==> src/rtl/dram_arb_pkg.sv <==
// Shared types and constants for the DRAM arbiter: FSM encoding, request-code bit positions, bank ids.
// Latency: none (declarations only).
// Backpressure: not applicable.
package dram_arb_pkg;

    typedef enum logic [1:0] {
        IDLE    = 2'd0,
        ISSUE   = 2'd1,
        CAPTURE = 2'd2,
        RESP    = 2'd3
    } arb_state_t;

    // Layout of each core's 2-bit read/write code
    localparam int REQ_BIT  = 0;
    localparam int BANK_BIT = 1;

    localparam logic BANK_OPERAND = 1'b0;
    localparam logic BANK_RESULT  = 1'b1;

    // Width of a core index; a single-bit index is kept even for tiny arrays
    function automatic int idx_width(input int n);
        return (n > 1) ? $clog2(n) : 1;
    endfunction

endpackage

==> src/rtl/dram_arbiter_rr_picker.sv <==
// Round-robin picker: first unmasked requester at or after ptr, wrapping past the top index.
// Latency: purely combinational.
// Backpressure: none; the caller decides when to act on the winner.
module rr_picker #(
    parameter int N     = 4,
    parameter int IDX_W = 2
) (
    input  logic [N-1:0]     req,
    input  logic [N-1:0]     mask,
    input  logic [IDX_W-1:0] ptr,
    output logic             vld,
    output logic [IDX_W-1:0] idx
);

    localparam logic [IDX_W-1:0] LAST_IDX = IDX_W'(N - 1);

    logic [N-1:0]     eligible;
    logic [IDX_W-1:0] cand;

    assign eligible = req & ~mask;

    // Walk the candidates starting at ptr; the first eligible one wins
    always_comb begin
        vld  = 1'b0;
        idx  = '0;
        cand = ptr;
        for (int i = 0; i < N; i++) begin
            if (!vld && eligible[cand]) begin
                vld = 1'b1;
                idx = cand;
            end
            cand = (cand == LAST_IDX) ? '0 : cand + IDX_W'(1);
        end
    end

endmodule

==> src/rtl/dram_arbiter.sv <==
// Serialises per-core DRAM requests onto one single-port DRAM with round-robin arbitration.
// Latency: read strobe t+1, data and o_ready t+3; write strobe t+1, o_ready t+2 (t = IDLE sample cycle).
// Backpressure: a core holds its request level until its o_ready pulse; nothing is queued.
module dram_arbiter
    import dram_arb_pkg::*;
#(
    parameter int N_CORES = 4,
    parameter int ADDR_W  = 16,
    parameter int DATA_W  = 8
) (
    input  logic                        i_clk,
    input  logic                        i_rst,
    input  logic [N_CORES*ADDR_W-1:0]   i_req_addr,
    input  logic [N_CORES*2-1:0]        i_req_read,
    input  logic [N_CORES*2-1:0]        i_req_write,
    input  logic [N_CORES*DATA_W-1:0]   i_req_wdata,
    output logic [N_CORES*DATA_W-1:0]   o_rdata,
    output logic [N_CORES-1:0]          o_ready,
    output logic [ADDR_W-1:0]           o_mem_addr,
    output logic                        o_mem_bank,
    output logic                        o_mem_re,
    output logic                        o_mem_we,
    output logic [DATA_W-1:0]           o_mem_wdata,
    input  logic [DATA_W-1:0]           i_mem_rdata,
    output logic                        o_err
);

    localparam int               IDX_W    = idx_width(N_CORES);
    localparam logic [IDX_W-1:0] LAST_IDX = IDX_W'(N_CORES - 1);

    arb_state_t          state;
    arb_state_t          state_nxt;
    logic [N_CORES-1:0]  req_vec;
    logic [N_CORES-1:0]  mask;
    logic [IDX_W-1:0]    ptr;
    logic [IDX_W-1:0]    grant;
    logic [N_CORES-1:0]  grant_onehot;
    logic                op_write;
    logic                pick_vld;
    logic [IDX_W-1:0]    pick_idx;
    logic [1:0]          sel_rd;
    logic [1:0]          sel_wr;
    logic [ADDR_W-1:0]   sel_addr;
    logic [DATA_W-1:0]   sel_wdata;

    assign grant_onehot = N_CORES'(1) << grant;

    // A core is requesting when either code carries its request bit
    always_comb begin
        req_vec = '0;
        for (int k = 0; k < N_CORES; k++) begin
            req_vec[k] = i_req_read[k*2 + REQ_BIT] | i_req_write[k*2 + REQ_BIT];
        end
    end

    rr_picker #(
        .N     (N_CORES),
        .IDX_W (IDX_W)
    ) u_picker (
        .req  (req_vec),
        .mask (mask),
        .ptr  (ptr),
        .vld  (pick_vld),
        .idx  (pick_idx)
    );

    // Route the picked core's request bundle to the latch point
    always_comb begin
        sel_rd    = '0;
        sel_wr    = '0;
        sel_addr  = '0;
        sel_wdata = '0;
        for (int k = 0; k < N_CORES; k++) begin
            if (pick_idx == IDX_W'(k)) begin
                sel_rd    = i_req_read[k*2 +: 2];
                sel_wr    = i_req_write[k*2 +: 2];
                sel_addr  = i_req_addr[k*ADDR_W +: ADDR_W];
                sel_wdata = i_req_wdata[k*DATA_W +: DATA_W];
            end
        end
    end

    // State register
    always_ff @(posedge i_clk or posedge i_rst) begin
        if (i_rst) begin
            state <= IDLE;
        end else begin
            state <= state_nxt;
        end
    end

    // Next-state: reads take the CAPTURE detour, writes go straight to RESP
    always_comb begin
        state_nxt = state;
        case (state)
            IDLE:    if (pick_vld) state_nxt = ISSUE;
            ISSUE:   state_nxt = op_write ? RESP : CAPTURE;
            CAPTURE: state_nxt = RESP;
            RESP:    state_nxt = IDLE;
            default: state_nxt = IDLE;
        endcase
    end

    // Registered datapath: latch the grant, drive one strobe, capture data, pulse ready
    always_ff @(posedge i_clk or posedge i_rst) begin
        if (i_rst) begin
            o_mem_re    <= 1'b0;
            o_mem_we    <= 1'b0;
            o_mem_addr  <= '0;
            o_mem_bank  <= BANK_OPERAND;
            o_mem_wdata <= '0;
            o_ready     <= '0;
            o_rdata     <= '0;
            o_err       <= 1'b0;
            ptr         <= '0;
            mask        <= '0;
            grant       <= '0;
            op_write    <= 1'b0;
        end else begin
            o_mem_re <= 1'b0;
            o_mem_we <= 1'b0;
            o_ready  <= '0;
            case (state)
                IDLE: begin
                    // The post-RESP mask only covers this first IDLE cycle
                    mask <= '0;
                    if (pick_vld) begin
                        // Read+write together resolves to a write on the write-code bank
                        grant       <= pick_idx;
                        op_write    <= sel_wr[REQ_BIT];
                        o_mem_addr  <= sel_addr;
                        o_mem_bank  <= sel_wr[REQ_BIT] ? sel_wr[BANK_BIT] : sel_rd[BANK_BIT];
                        o_mem_wdata <= sel_wdata;
                        o_mem_re    <= ~sel_wr[REQ_BIT];
                        o_mem_we    <= sel_wr[REQ_BIT];
                        if (sel_rd[REQ_BIT] && sel_wr[REQ_BIT]) begin
                            o_err <= 1'b1;
                        end
                    end
                end
                ISSUE: begin
                    if (op_write) begin
                        o_ready <= grant_onehot;
                    end
                end
                CAPTURE: begin
                    for (int k = 0; k < N_CORES; k++) begin
                        if (grant == IDX_W'(k)) begin
                            o_rdata[k*DATA_W +: DATA_W] <= i_mem_rdata;
                        end
                    end
                    o_ready <= grant_onehot;
                end
                RESP: begin
                    ptr  <= (grant == LAST_IDX) ? '0 : grant + IDX_W'(1);
                    mask <= grant_onehot;
                end
                default: ;
            endcase
        end
    end

endmodule

==> config.mk <==
export PLATFORM = sky130hd
export DESIGN_NAME = dram_arbiter
export DESIGN_NICKNAME = d
export VERILOG_FILES = /design/src/rtl/dram_arb_pkg.sv /design/src/rtl/dram_arbiter_rr_picker.sv /design/src/rtl/dram_arbiter.sv
export SDC_FILE = /design/constraint.sdc
export NUM_CORES = 1
export LEC_CHECK = 0
export ABC_AREA = 1
export CAP_MARGIN = 15
export CORE_ASPECT_RATIO = 0.7
export CORE_MARGIN = 2
export CORE_UTILIZATION = 38
export CTS_BUF_LIST = sky130_fd_sc_hd__clkbuf_8
export CTS_CLUSTER_DIAMETER = 200
export DETAILED_ROUTE_END_ITERATION = 10
export PLACE_DENSITY = 0.8
export SKIP_LAST_GASP = 1
export SYNTH_ARGS = -nofsm -noshare
export SYNTH_HDL_FRONTEND = slang
export SYNTH_HIERARCHICAL = 1
export SYNTH_SLANG_ARGS = --single-unit
==> constraint.sdc <==
create_clock -name i_clk -period 2.51 [get_ports i_clk]
set_clock_uncertainty 0.2 [all_clocks]
set_input_delay 0.502 -clock i_clk [delete_from_list [all_inputs] [get_ports i_clk]]
set_output_delay 0.502 -clock i_clk [all_outputs]
set_load 0.01 [all_outputs]
### Word-level counts from Yosys, hierarchy flattened

Cells that the tools add are included.

* flip-flop bits (word level): 75
* bits of input ports: 122
* output and inout bits: 64
* word-level logic and storage cells: 109

* add/subtract/negate cells: 4
* magnitude comparators: 4
* equal/unequal tests: 13
* shift-type cells: 1
* mux-type cells: 47
* bitwise logic cells: 7
* reductions and logical operators: 17

Operators with widths (number)
* two-way mux 16 bit: 4
* two-way mux 2 bit: 17
* two-way mux 8 bit: 4
* == test 2 bit (second input constant): 9
* one-hot mux 4 bit (2 select lines): 2
* two-way mux 1 bit: 14
* < comparator 2 x 3 -> 1 bit (second input constant): 4
* AND reduction 2 bit: 5
* adder 2 x 1 -> 2 bit (second input constant): 4
* binary-select mux 1 bit (select 2 bit): 4
* one-hot mux 2 bit (4 select lines): 1
* == test 2 x 1 -> 1 bit (second input constant): 3
* zero test 2 bit: 3
* AND 4 bit: 1
* logical AND 1 bit: 4
* two-way mux 4 bit: 1
* NOT 4 bit: 1
* bitwise OR 1 bit: 4
* left shift 1 x 2 -> 4 bit (first input constant): 1
* zero test 1 bit: 3
* AND reduction 3 bit: 1
* != test 2 bit (second input constant): 1
* nonzero test 2 bit: 1
* NOT 1 bit: 1

### Logic depth before layout (Yosys ltp)

Gate-level depths: netlist of the first run.

* depth after elaboration: 22
* mapped depth: 18

### By module

The synthesis of the first run kept the hierarchy.

By module, submodules not included
* dram_arbiter: instances 1, cells each 438, area an instance 3560.9 um^2, seq. area each 1876.8 um^2
* rr_picker: instances 1, cells each 60, area an instance 304.0 um^2, seq. area each 0.0 um^2

### Worst setup path before layout of the first run

OpenSTA, ideal clock, no wires.

* path type: reg-to-reg
* from: register ptr[0]
* to: register o_mem_addr[0]
* arrival time: 2.265 ns
* setup slack: -0.087 ns
* stages on the path, launching flop included: 17
* path buffers: 1
* cell sequence: dfrtp_1 -> ha_1 -> inv_1 -> nand2_1 -> nand2_2 -> nor2_4 -> nor2_4 -> inv_2 -> nand3_1 -> nand3_1 -> inv_2 -> nor2_4 -> buf_4 -> nand2_1 -> nand3_2 -> a21oi_1 -> o21ai_1

* word-level cells in the longest chain between the ends: 17
* elaborated cells between the ends (all ways): 40

Ends and longest elaborated chain
* start, declared: line dram_arbiter.sv:35 `logic [IDX_W-1:0] ptr;`
* start signal, assigned: line dram_arbiter.sv:155 `ptr <= (grant == LAST_IDX) ? '0 : grant + IDX_W'(1);`
* branches (longest 11 deep; another with adder 2 x 1 -> 2 bit)
* two-way mux 2 bit *: line dram_arbiter_rr_picker.sv:28 `if (!vld && eligible[cand]) begin`
* net pick_idx[1]: line dram_arbiter.sv:40 `logic [IDX_W-1:0] pick_idx;`
* zero test 2 bit: line dram_arbiter.sv:74 `if (pick_idx == IDX_W'(k)) begin`
* two-way mux 16 bit (3 in a row): line dram_arbiter.sv:74
* two-way mux 16 bit *: line dram_arbiter.sv:74
* end signal, assigned: line dram_arbiter.sv:131 `o_mem_addr <= sel_addr;`
* end, declared: line dram_arbiter.sv:19 `output logic [ADDR_W-1:0] o_mem_addr,`

Mark *: on every way through the listed nets, which the timed path passes. The select of a mux whose other input is x is not followed.
A chain may end at the register's enable or synchronous reset.

### Worst setup path after layout of the first run

* from: register ptr[0]
* to: register o_mem_addr[7]

The elaborated chain is that of the path after synthesis.

==> results.sh, run 1 <==
export IMPL_slew_headroom_pct=62.72
export IMPL_wl_per_cell_um=17.15
export IMPL_slew_violations=0
export IMPL_initial_core_util_pct=39.45
export IMPL_synthesis_nets=629
export IMPL_grt_overflow_total=0
export IMPL_worstPathCellList="ha_4 -> nor2_4 -> nand2_2 -> nand3_2 -> nand2_2 -> nor2_4 -> nand4_1 -> nand3_4 -> buf_6 -> nor2_4 -> buf_12 -> buf_12 -> nand2_1 -> nand3_1 -> a21oi_2 -> o21ai_1"
export IMPL_cts_tree="built"
export IMPL_hold_path_class="flop to flop"
export IMPL_die_w_um=124.5
export IMPL_first_global_vias=4437
export IMPL_cp_end_kind="flop"
export IMPL_clock_latency_ps=360
export IMPL_critPathRequiredTime_ps=2560
export IMPL_whs_ps=276.8
export IMPL_first_pass_iters=7
export IMPL_place_hpwl_mm=9.247
export IMPL_htreeDepth=3
export IMPL_comb_power_share_pct=74.8
export IMPL_synth_cell_types=23
export IMPL_timing_final_crit_share_pct=112.1
export IMPL_num_antenna_cells=0
export IMPL_setup_viol=29
export IMPL_grt_max_degree=76
export IMPL_p_sw_share_pct=46.47
export IMPL_io_buffer_count=185
export IMPL_cp_slowest_stage_delay_ps=430
export IMPL_synth_top_area_share_pct=48.56
export IMPL_drtIter0Drc=354
export IMPL_failed_checks="setup timing"
export IMPL_seq_power_share_pct=17.2
export IMPL_rows=30
export IMPL_max_cap_violations=0
export IMPL_drive_gt1_share_pct=20.52
export IMPL_cts_sinks=75
export IMPL_pin_count=186
export IMPL_ant_nets=0
export IMPL_start_kind="flop"
export IMPL_ys_ff_latch=75
export IMPL_rsz0062_at_grt="yes"
export IMPL_hold_violations=0
export IMPL_synth_seq_area_share_pct=48.56
export IMPL_peakVddDrop_mv=0.8724
export IMPL_cts_buffers=9
export IMPL_synth_area_leaders="dfrtp_1 49%, nand2_1 17%, o21ai_0 6.5%"
export IMPL_p_switching_mw=5.795
export IMPL_layout_setup_ws_ps=-304.1
export IMPL_status="finished with violations"
export IMPL_antenna_found_initial=0
export IMPL_die_h_um=88.38
export IMPL_vias=4450
export IMPL_nets=862
export IMPL_crit_top_cell="nor2_4"
export IMPL_cpMaxStageDelayCell="dfrtp_1"
export IMPL_syn_inst=498
export IMPL_multiInputGateArea_um2=1991
export IMPL_drc=0
export IMPL_crit_path_max_fanout=12
export IMPL_cp_data_arrival_time_ps=2860
export IMPL_root_buffer="clkbuf_8"
export IMPL_postLayoutCoreUtil_pct=69.66
export IMPL_cellPowerDensity_nw_per_um2=1827
export IMPL_power_mw=12.47
export IMPL_syn2layout_area_growth_pct=76.56
export IMPL_critical_path_class="flop to flop"
export IMPL_synth_largest_area_cell="dfrtp_1"
export IMPL_avgSynthCellArea_um2=7.761
export IMPL_core_region_area_um2=9797
export IMPL_fmax_mhz=355.4
export IMPL_period_minus_slack_ps=2814
export IMPL_p_int_mw=6.676
export IMPL_gp_congestion=0.9166
export IMPL_clockPowerShare_pct=8.0
export IMPL_clk_pin_slew_ps=90
export IMPL_cts_buffer_depth=2
export IMPL_yosys_warnings=6
export IMPL_seqCellArea_um2=1877
export IMPL_routed_wl_mm=14.82
export IMPL_power_leakage_nw=3.129
export IMPL_track_usage_pct=25.47
export IMPL_fillers=731
export IMPL_die_area_um2=11010
export IMPL_setup_tns_final_ps=-6814
export IMPL_via_per_inst=5.150
export IMPL_grt_pass1_wl_mm=22.00
export IMPL_worst_slew_pin_slew_ps=557.8
export IMPL_netlist_area_um2=3865
[final timing paths]
kind	slack, ps	startpoint	end	cells past startpoint
setup reg to reg	-300	ptr[0]	o_mem_addr[7]	16
hold / removal	280	o_err	o_err	2
max in group asynchronous	1350	i_rst	o_mem_wdata[6]	3
hold reg to reg	280	o_err	o_err	2
setup / recovery	-300	ptr[0]	o_mem_addr[7]	16
min in group asynchronous	430	i_rst	o_mem_wdata[1]	3
[routing by layer]
metal  routed length (um)  part of all wire [%]  track usage [%]  up-vias
li1                     -                     -                -     2076
met1                 5903                    40            31.29     2109
met2                 7311                    49            43.67      222
met3                 1226                   8.3            7.497       43
met4                  380                   2.6            9.091        0
met5                    0                     0                0        -
[placed cells by master (no fill, tap or decap), types with 15 or more instances in the layout]
cell type / instances
a21oi_2: 15
buf_4: 33
clkdlybuf4s50_1: 177
dfrtp_1: 75
inv_1: 31
nand2_1: 157
nand2_2: 19
nand3_2: 16
nor2_1: 28
o21ai_0: 45
[layout make-up]
type,count,area share [%]
Clock buffer,10,2.017
Multi-Input combinational cell,366,29.17
Tap cell,128,2.347
Clock inverter,6,1.045
Sequential cell,75,27.50
Inverter,42,2.549
Timing Repair Buffer,237,35.37
[power by group through the flow]
stage	sequential (mW)	combinational [mW]	clock (mW)
2_1_floorplan	2.34	3.59	0
3_3_place_gp	2.11	6.21	0
3_5_place_dp	2.15	6.39	0
4_1_cts	2.14	8.63	1.01
5_1_grt	2.21	9.98	1.07
6_report	2.15	9.33	0.994
[through the flow]
step           std cells  area (um^2)  setup slack [ps]
3_3_place_gp         820         6041            -642.4
4_1_cts              863         6718            -53.78
3_5_place_dp         820         6041            -810.7
5_1_grt              864         6824            -384.2
6_report             864         6824            -304.1
2_1_floorplan        498         3879             18.58
[cell usage after synthesis (all sizes together)]
library cell / n
nand2: 180
dfrtp: 75
o21ai: 55
inv: 42
nor2: 36
nand3: 32
a21oi: 28
a31oi: 14
clkbuf: 9
ha: 9
buf: 8
nand4: 5
or2: 4
mux2: 1
[worst max-delay path, delay by kind of cell (launching register included)]
kind / cells / cell delay, ps
flip-flops: 1 / 430
adder cells (fa/ha/maj): 1 / 190
AND/OR/NAND/NOR: 10 / 1280
AO/OA/AOI/OAI: 2 / 210
buffers and inverters: 3 / 390
[state kept, by name, indices dropped and copies added (netlist names), 2 cells and up]
| name | count |
|---|---|
| o_mem_wdata | 8 |
| o_rdata | 32 |
| ptr | 2 |
| o_mem_addr | 16 |
| grant | 2 |
| o_ready | 4 |
| state | 2 |
| mask | 4 |
[cell families after synthesis]
group / after synthesis / share of synthesized area [%]
simple gates: 257 / 28.58
flops: 75 / 48.56
fa+ha+maj: 9 / 2.914
buf+inv: 59 / 6.539
mux: 1 / 0.2913
compound gates: 97 / 13.11
[repair_timing]
item                       CTS  global route
gates cloned                 5             0
pin swaps                   23            16
resized for setup           63            31
setup buffers               22             1
setup endpoints to repair   29            29
hold buffers                 0             0
No activity file was read; power rests on OpenSTA's default activity.
==> run 2, diff against run 1 <==
- ABC_AREA: 1 -> 0
- PLACE_DENSITY: 0.8 -> 0.79
==> run 2 against run 1 <==
  * Largest power group unchanged
  * The flow still finishes with violations (setup timing)
  * Register-to-register slack got worse by 110 ps
  * Count of clock-buffer cells in the layout shrank 1
  * Area after synthesis grew 1.3%
  * Critical path depth is 5 lower
  * Sequential power up 2%
  * Clock power decreased by 1%
  * Highest routed layer unchanged
  * Routed wire length fell by 12%
==> results.sh, run 2 <==
export IMPL_fillers=710
export IMPL_seqCellArea_um2=1878
export IMPL_rsz0062_at_grt="yes"
export IMPL_first_global_vias=3479
export IMPL_start_kind="primary input"
export IMPL_grt_pass1_wl_mm=18.64
export IMPL_top_regs="o_rdata (32), o_mem_addr (16), o_mem_wdata (8)"
export IMPL_critPathRequiredTime_ps=2560
export IMPL_routed_wl_mm=13.03
export IMPL_cts_tree="built"
export IMPL_drive_gt1_share_pct=37.50
export IMPL_yosys_top_cells_count="75 x dfrtp_1, 61 x mux2_2, 21 x mux4_2"
export IMPL_hold_path_class="flop to flop"
export IMPL_power_leakage_nw=2.804
export IMPL_vias=3205
export IMPL_layout_setup_ws_ps=-438.4
export IMPL_final_cell_mix="177 x clkdlybuf4s50_1, 74 x dfrtp_1, 43 x mux2_2"
export IMPL_ys_ff_latch=75
export IMPL_via_per_inst=5.203
export IMPL_setup_tns_final_ps=-11700
export IMPL_cp_data_arrival_time_ps=3000
export IMPL_root_buffer="clkbuf_8"
export IMPL_worst_slew_pin_slew_ps=489.6
export IMPL_die_h_um=88.94
export IMPL_die_w_um=125.3
export IMPL_synth_top_area_share_pct=47.92
export IMPL_largest_reg_flops=32
export IMPL_nets=614
export IMPL_antenna_found_initial=0
export IMPL_clk_pin_slew_ps=90
export IMPL_fmax_mhz=339.2
export IMPL_max_cap_violations=0
export IMPL_grt_max_degree=76
export IMPL_period_minus_slack_ps=2948
export IMPL_power_mw=10.14
export IMPL_core_region_area_um2=9872
export IMPL_crit_path_max_fanout=3
export IMPL_track_usage_pct=22.11
export IMPL_cts_buffers=9
export IMPL_peakVddDrop_mv=0.5677
export IMPL_place_hpwl_mm=8.873
export IMPL_htreeDepth=3
export IMPL_pin_count=186
export IMPL_synth_cell_types=39
export IMPL_wl_per_cell_um=21.16
export IMPL_initial_core_util_pct=39.67
export IMPL_synthesis_nets=390
export IMPL_slew_headroom_pct=67.28
export IMPL_drc=0
export IMPL_syn_inst=259
export IMPL_grt_overflow_total=0
export IMPL_slew_violations=0
export IMPL_gp_congestion=0.9842
export IMPL_first_pass_iters=4
export IMPL_failed_checks="setup timing"
export IMPL_num_antenna_cells=0
export IMPL_cts_sinks=75
export IMPL_synth_seq_area_share_pct=47.92
export IMPL_drtIter0Drc=232
export IMPL_synth_largest_area_cell="dfrtp_1"
export IMPL_async_reset_ff_share_pct=100.0
export IMPL_synth_area_leaders="dfrtp_1 48%, mux2_2 18%, mux4_2 12%"
export IMPL_regMostFlops="o_rdata"
export IMPL_rows=30
export IMPL_critical_path_class="primary input to flop"
export IMPL_yosys_warnings=6
export IMPL_synth_edf_count=0
export IMPL_cp_end_kind="flop"
export IMPL_die_area_um2=11150
export IMPL_netlist_area_um2=3916
export IMPL_avgSynthCellArea_um2=15.12
export IMPL_ant_nets=0
export IMPL_clock_latency_ps=360
export IMPL_syn2layout_area_growth_pct=70.22
export IMPL_multiInputGateArea_um2=2087
export IMPL_io_buffer_count=185
export IMPL_timing_final_crit_share_pct=117.5
export IMPL_setup_viol=32
export IMPL_hold_violations=0
export IMPL_cts_buffer_depth=2
export IMPL_status="finished with violations"
export IMPL_cellPowerDensity_nw_per_um2=1520
export IMPL_final_common_cell="clkdlybuf4s50_1"
export IMPL_synth_most_common_cell="dfrtp_1"
export IMPL_ys_flop_type="dfrtp_1"
export IMPL_whs_ps=268.8
[run 2: changes by cell type after synthesis, sizes merged, moves of 26 or more]
cell and delta:
inv -36, mux2 +60, mux4 +30, nand2 -174, nand3 -32, nor2 -26
o21ai -52
[run 2: cell type report]
type | count | share of cell area (%)
Timing Repair Buffer | 226 | 34.61
Clock buffer | 9 | 1.858
Tap cell | 128 | 2.402
Sequential cell | 75 | 28.17
Clock inverter | 7 | 1.258
Multi-Input combinational cell | 165 | 31.31
Inverter | 6 | 0.3941
[run 2: metrics by stage]
| step | setup WS (ps) | cells | utilization (%) | instance area (um^2) |
|---|---|---|---|---|
| 6_report | -438.4 | 616 | 67.53 | 6666 |
| 3_3_place_gp | -1115 | 583 | 61.79 | 6100 |
| 3_5_place_dp | -1209 | 583 | 61.79 | 6100 |
| 2_1_floorplan | -609.1 | 259 | - | 3943 |
| 5_1_grt | -489.1 | 616 | 67.53 | 6666 |
| 4_1_cts | -366.1 | 613 | 66.72 | 6586 |
[run 2: cell families (layout without fill, tap and decap cells)]
group,count (synthesis),in the layout,synth area share [%]
AOI/OAI and AO/OA,21,21,3.738
adders and majority gates,9,9,2.875
buffers and inverters,19,248,3.163
DFF,75,75,47.92
muxes,92,92,35.91
and+or+nand+nor,43,43,6.390
[run 2: path summary, 6_finish.rpt]
path | startpoint | end | slack, ps | cells past startpoint
worst min register to register | o_err | o_err | 270 | 1
worst max-delay path | i_req_write[0] | o_mem_bank | -440 | 11
max in group asynchronous | i_rst | mask[0] | 1380 | 3
worst min-delay path | o_err | o_err | 270 | 1
min in group asynchronous | i_rst | o_mem_addr[6] | 390 | 3
worst max register to register | ptr[1] | o_mem_addr[5] | -410 | 10
[run 2: power by group]
group | total (mW) | leakage (nW) | internal [mW] | switching (mW)
combinational | 6.95 | 1.81 | 4.30 | 2.65
clock | 0.983 | 0.102 | 0.476 | 0.506
sequential | 2.20 | 0.893 | 1.83 | 0.376
total | 10.1 | 2.80 | 6.61 | 3.53
[run 2: critical path: stages]
cell,delay [ps]
buf_2,130
or2_4,270
nor2b_4,140
mux4_2,510
nand2b_1,130
o311a_4,260
buf_6,130
mux4_2,540
buf_6,150
mux2i_2,160
o21ai_1,80
[run 2: metal layers]
layer	track usage (%)	up-vias	part of all wire [%]
li1	-	1425	-
met4	8.384	0	1.8
met3	5.147	19	4.4
met5	0	-	0
met2	37.90	113	52
met1	28.04	1648	42
[run 2: what timing repair did]
item,4_1_cts,5_1_grt
cloned,4,2
resized for setup,79,11
endpoints found under the setup margin,33,33
hold buffers,0,0
setup buffers,10,2
pin swaps,7,7
==> run 3, diff against run 2 <==
- CORE_MARGIN: 2 -> default
- CTS_CLUSTER_DIAMETER: 200 -> 100
==> run 3 against run 2 <==
  * Power down 0.21%
  * Count of clock-buffer cells in the layout unchanged
  * Design area up 0.71%
  * Worst hold slack better by 29 ps
  * The run still ends with setup timing left
  * Global-route usage up 0.94 points
  * Fmax down 2.6%
  * Die area down 3.8%
  * First-iteration DRC count down 58%
  * Core utilization up 0.74 points
  * Routed wire length down 4.1%
  * Sequential cell count unchanged
  * Clock power about the same
==> results.sh, run 3 (synthesis gave the netlist of run 2 again) <==
export IMPL_final_common_cell="clkdlybuf4s50_1"
export IMPL_r2r_start="mask[3]"
export IMPL_num_antenna_cells=0
export IMPL_final_cell_mix="177 x clkdlybuf4s50_1, 75 x dfrtp_1, 40 x mux2_2"
export IMPL_clock_latency_ps=360
export IMPL_die_h_um=86.94
export IMPL_busiest_layer="met2"
export IMPL_critPathRequiredTime_ps=2560
export IMPL_use_met2_pct=37.63
export IMPL_place_ws_ps=-1189
export IMPL_clk_pin_slew_ps=80
export IMPL_grt_max_degree=41
export IMPL_setup_tns_final_ps=-13250
export IMPL_min_from="op_write"
export IMPL_drtIter0Drc=98
export IMPL_worst_r2r_setup_slack_ps=-470
export IMPL_globalRouteMet3Util_pct=6.741
export IMPL_top_regs="o_rdata (32), o_mem_addr (16), o_mem_wdata (8)"
export IMPL_start_kind="primary input"
export IMPL_antenna_found_initial=0
export IMPL_slew_headroom_pct=64.63
export IMPL_cts_sinks=75
export IMPL_period_minus_slack_ps=3026
export IMPL_drc=0
export IMPL_peakVddDrop_mv=0.5999
export IMPL_cp_end_kind="flop"
export IMPL_layout_setup_ws_ps=-515.7
export IMPL_grt_pass1_wl_mm=18.15
export IMPL_cts_buffers=9
export IMPL_use_met1_pct=29.70
export IMPL_power_leakage_nw=2.841
export IMPL_timing_final_crit_share_pct=120.5
export IMPL_cp_data_arrival_time_ps=3070
export IMPL_fillers=699
export IMPL_die_area_um2=10720
export IMPL_place_inst=582
export IMPL_drive_gt1_share_pct=35.80
export IMPL_dpl_cell_area_um2=6080
export IMPL_htreeDepth=3
export IMPL_cts_buffer_depth=2
export IMPL_fmax_mhz=330.5
export IMPL_hold_violations=0
export IMPL_largest_reg_flops=32
export IMPL_gp_congestion=0.8172
export IMPL_reg2regPathDepth=9
export IMPL_wl_per_cell_um=20.36
export IMPL_postCtsHoldBufs=0
export IMPL_setup_viol=31
export IMPL_root_buffer="clkbuf_8"
export IMPL_pin_count=186
export IMPL_stdcell_count=614
export IMPL_io_buffer_count=185
export IMPL_routed_wl_mm=12.50
export IMPL_syn2layout_area_growth_pct=71.44
export IMPL_rows=30
export IMPL_hold_path_class="flop to flop"
export IMPL_grt_overflow_total=0
export IMPL_die_w_um=123.3
export IMPL_nets=612
export IMPL_status="finished with violations"
export IMPL_whs_ps=298.0
export IMPL_max_cap_violations=0
export IMPL_worst_slew_pin_slew_ps=530.5
export IMPL_hold_path_end="op_write"
export IMPL_vias=3192
export IMPL_final_cell_area_um2=6714
export IMPL_failed_checks="setup timing"
export IMPL_critical_path_class="primary input to flop"
export IMPL_whs_path_depth=1
export IMPL_core_region_area_um2=9834
export IMPL_regMostFlops="o_rdata"
export IMPL_via_per_inst=5.199
export IMPL_first_pass_iters=4
export IMPL_ant_nets=0
export IMPL_place_hpwl_mm=8.507
export IMPL_track_usage_pct=23.06
export IMPL_cellPowerDensity_nw_per_um2=1507
export IMPL_initial_core_util_pct=39.82
export IMPL_rsz0062_at_grt="yes"
export IMPL_r2r_end="o_mem_addr[2]"
export IMPL_first_global_vias=3437
export IMPL_cts_tree="built"
export IMPL_crit_path_max_fanout=7
export IMPL_slew_violations=0
[run 3: worst max path at each step]
stage | start | to | cells after the start
final | i_req_write[2] | o_mem_addr[2] | 10
after global routing | i_req_read[0] | o_mem_wdata[3] | 10
after CTS | mask[3] | o_mem_addr[4] | 9
after floorplan | i_req_write[6] | o_mem_addr[0] | 9
after global placement | i_req_write[0] | o_mem_addr[10] | 9
after detailed placement | i_req_read[0] | o_mem_addr[13] | 9
[run 3: timing repair]
item                                    in CTS  in global routing
endpoints found under the setup margin      33                 33
buffers inserted                             7                  6
resized for setup                           67                 26
cloned                                       3                  3
pin swaps                                    7                  9
[run 3: per-layer routing]
layer | share of wire (%) | up-vias
li1 | - | 1426
met1 | 42 | 1643
met2 | 51 | 107
met3 | 5.1 | 16
met4 | 1.7 | 0
met5 | 0 | -
[run 3: power by group]
part	switching [mW]	internal, mW	leakage (nW)
Sequential	0.381	1.82	0.895
Combinational	2.62	4.29	1.84
Clock	0.521	0.487	0.109
Total	3.52	6.60	2.84
[run 3: area by class of cell]
type / instances / area, um^2 / area share [%]
flip-flops and latches: 75 / 1877 / 27.95
inverters: 6 / 26.28 / 0.3914
well taps: 128 / 160.2 / 2.385
repair buffers: 224 / 2308 / 34.38
clock inverters: 7 / 87.58 / 1.305
multi-input cells: 165 / 2131 / 31.74
clock buffers: 9 / 123.9 / 1.845
[run 3: per-stage QoR]
stage                     utilization [%]  total power, mW
after detailed placement            61.82            7.592
after global placement              61.82            7.434
final                               68.27            10.11
after floorplan                         -            5.509
after global routing                68.27            10.65
after CTS                           66.54            9.742
[run 3: critical path, stage by stage]
cell	delay [ps]
clkdlybuf4s15_2	190
or2_4	240
nor2b_4	140
mux4_2	520
nand2b_1	130
o311a_4	270
buf_4	150
buf_12	130
mux4_2	520
mux2_4	280
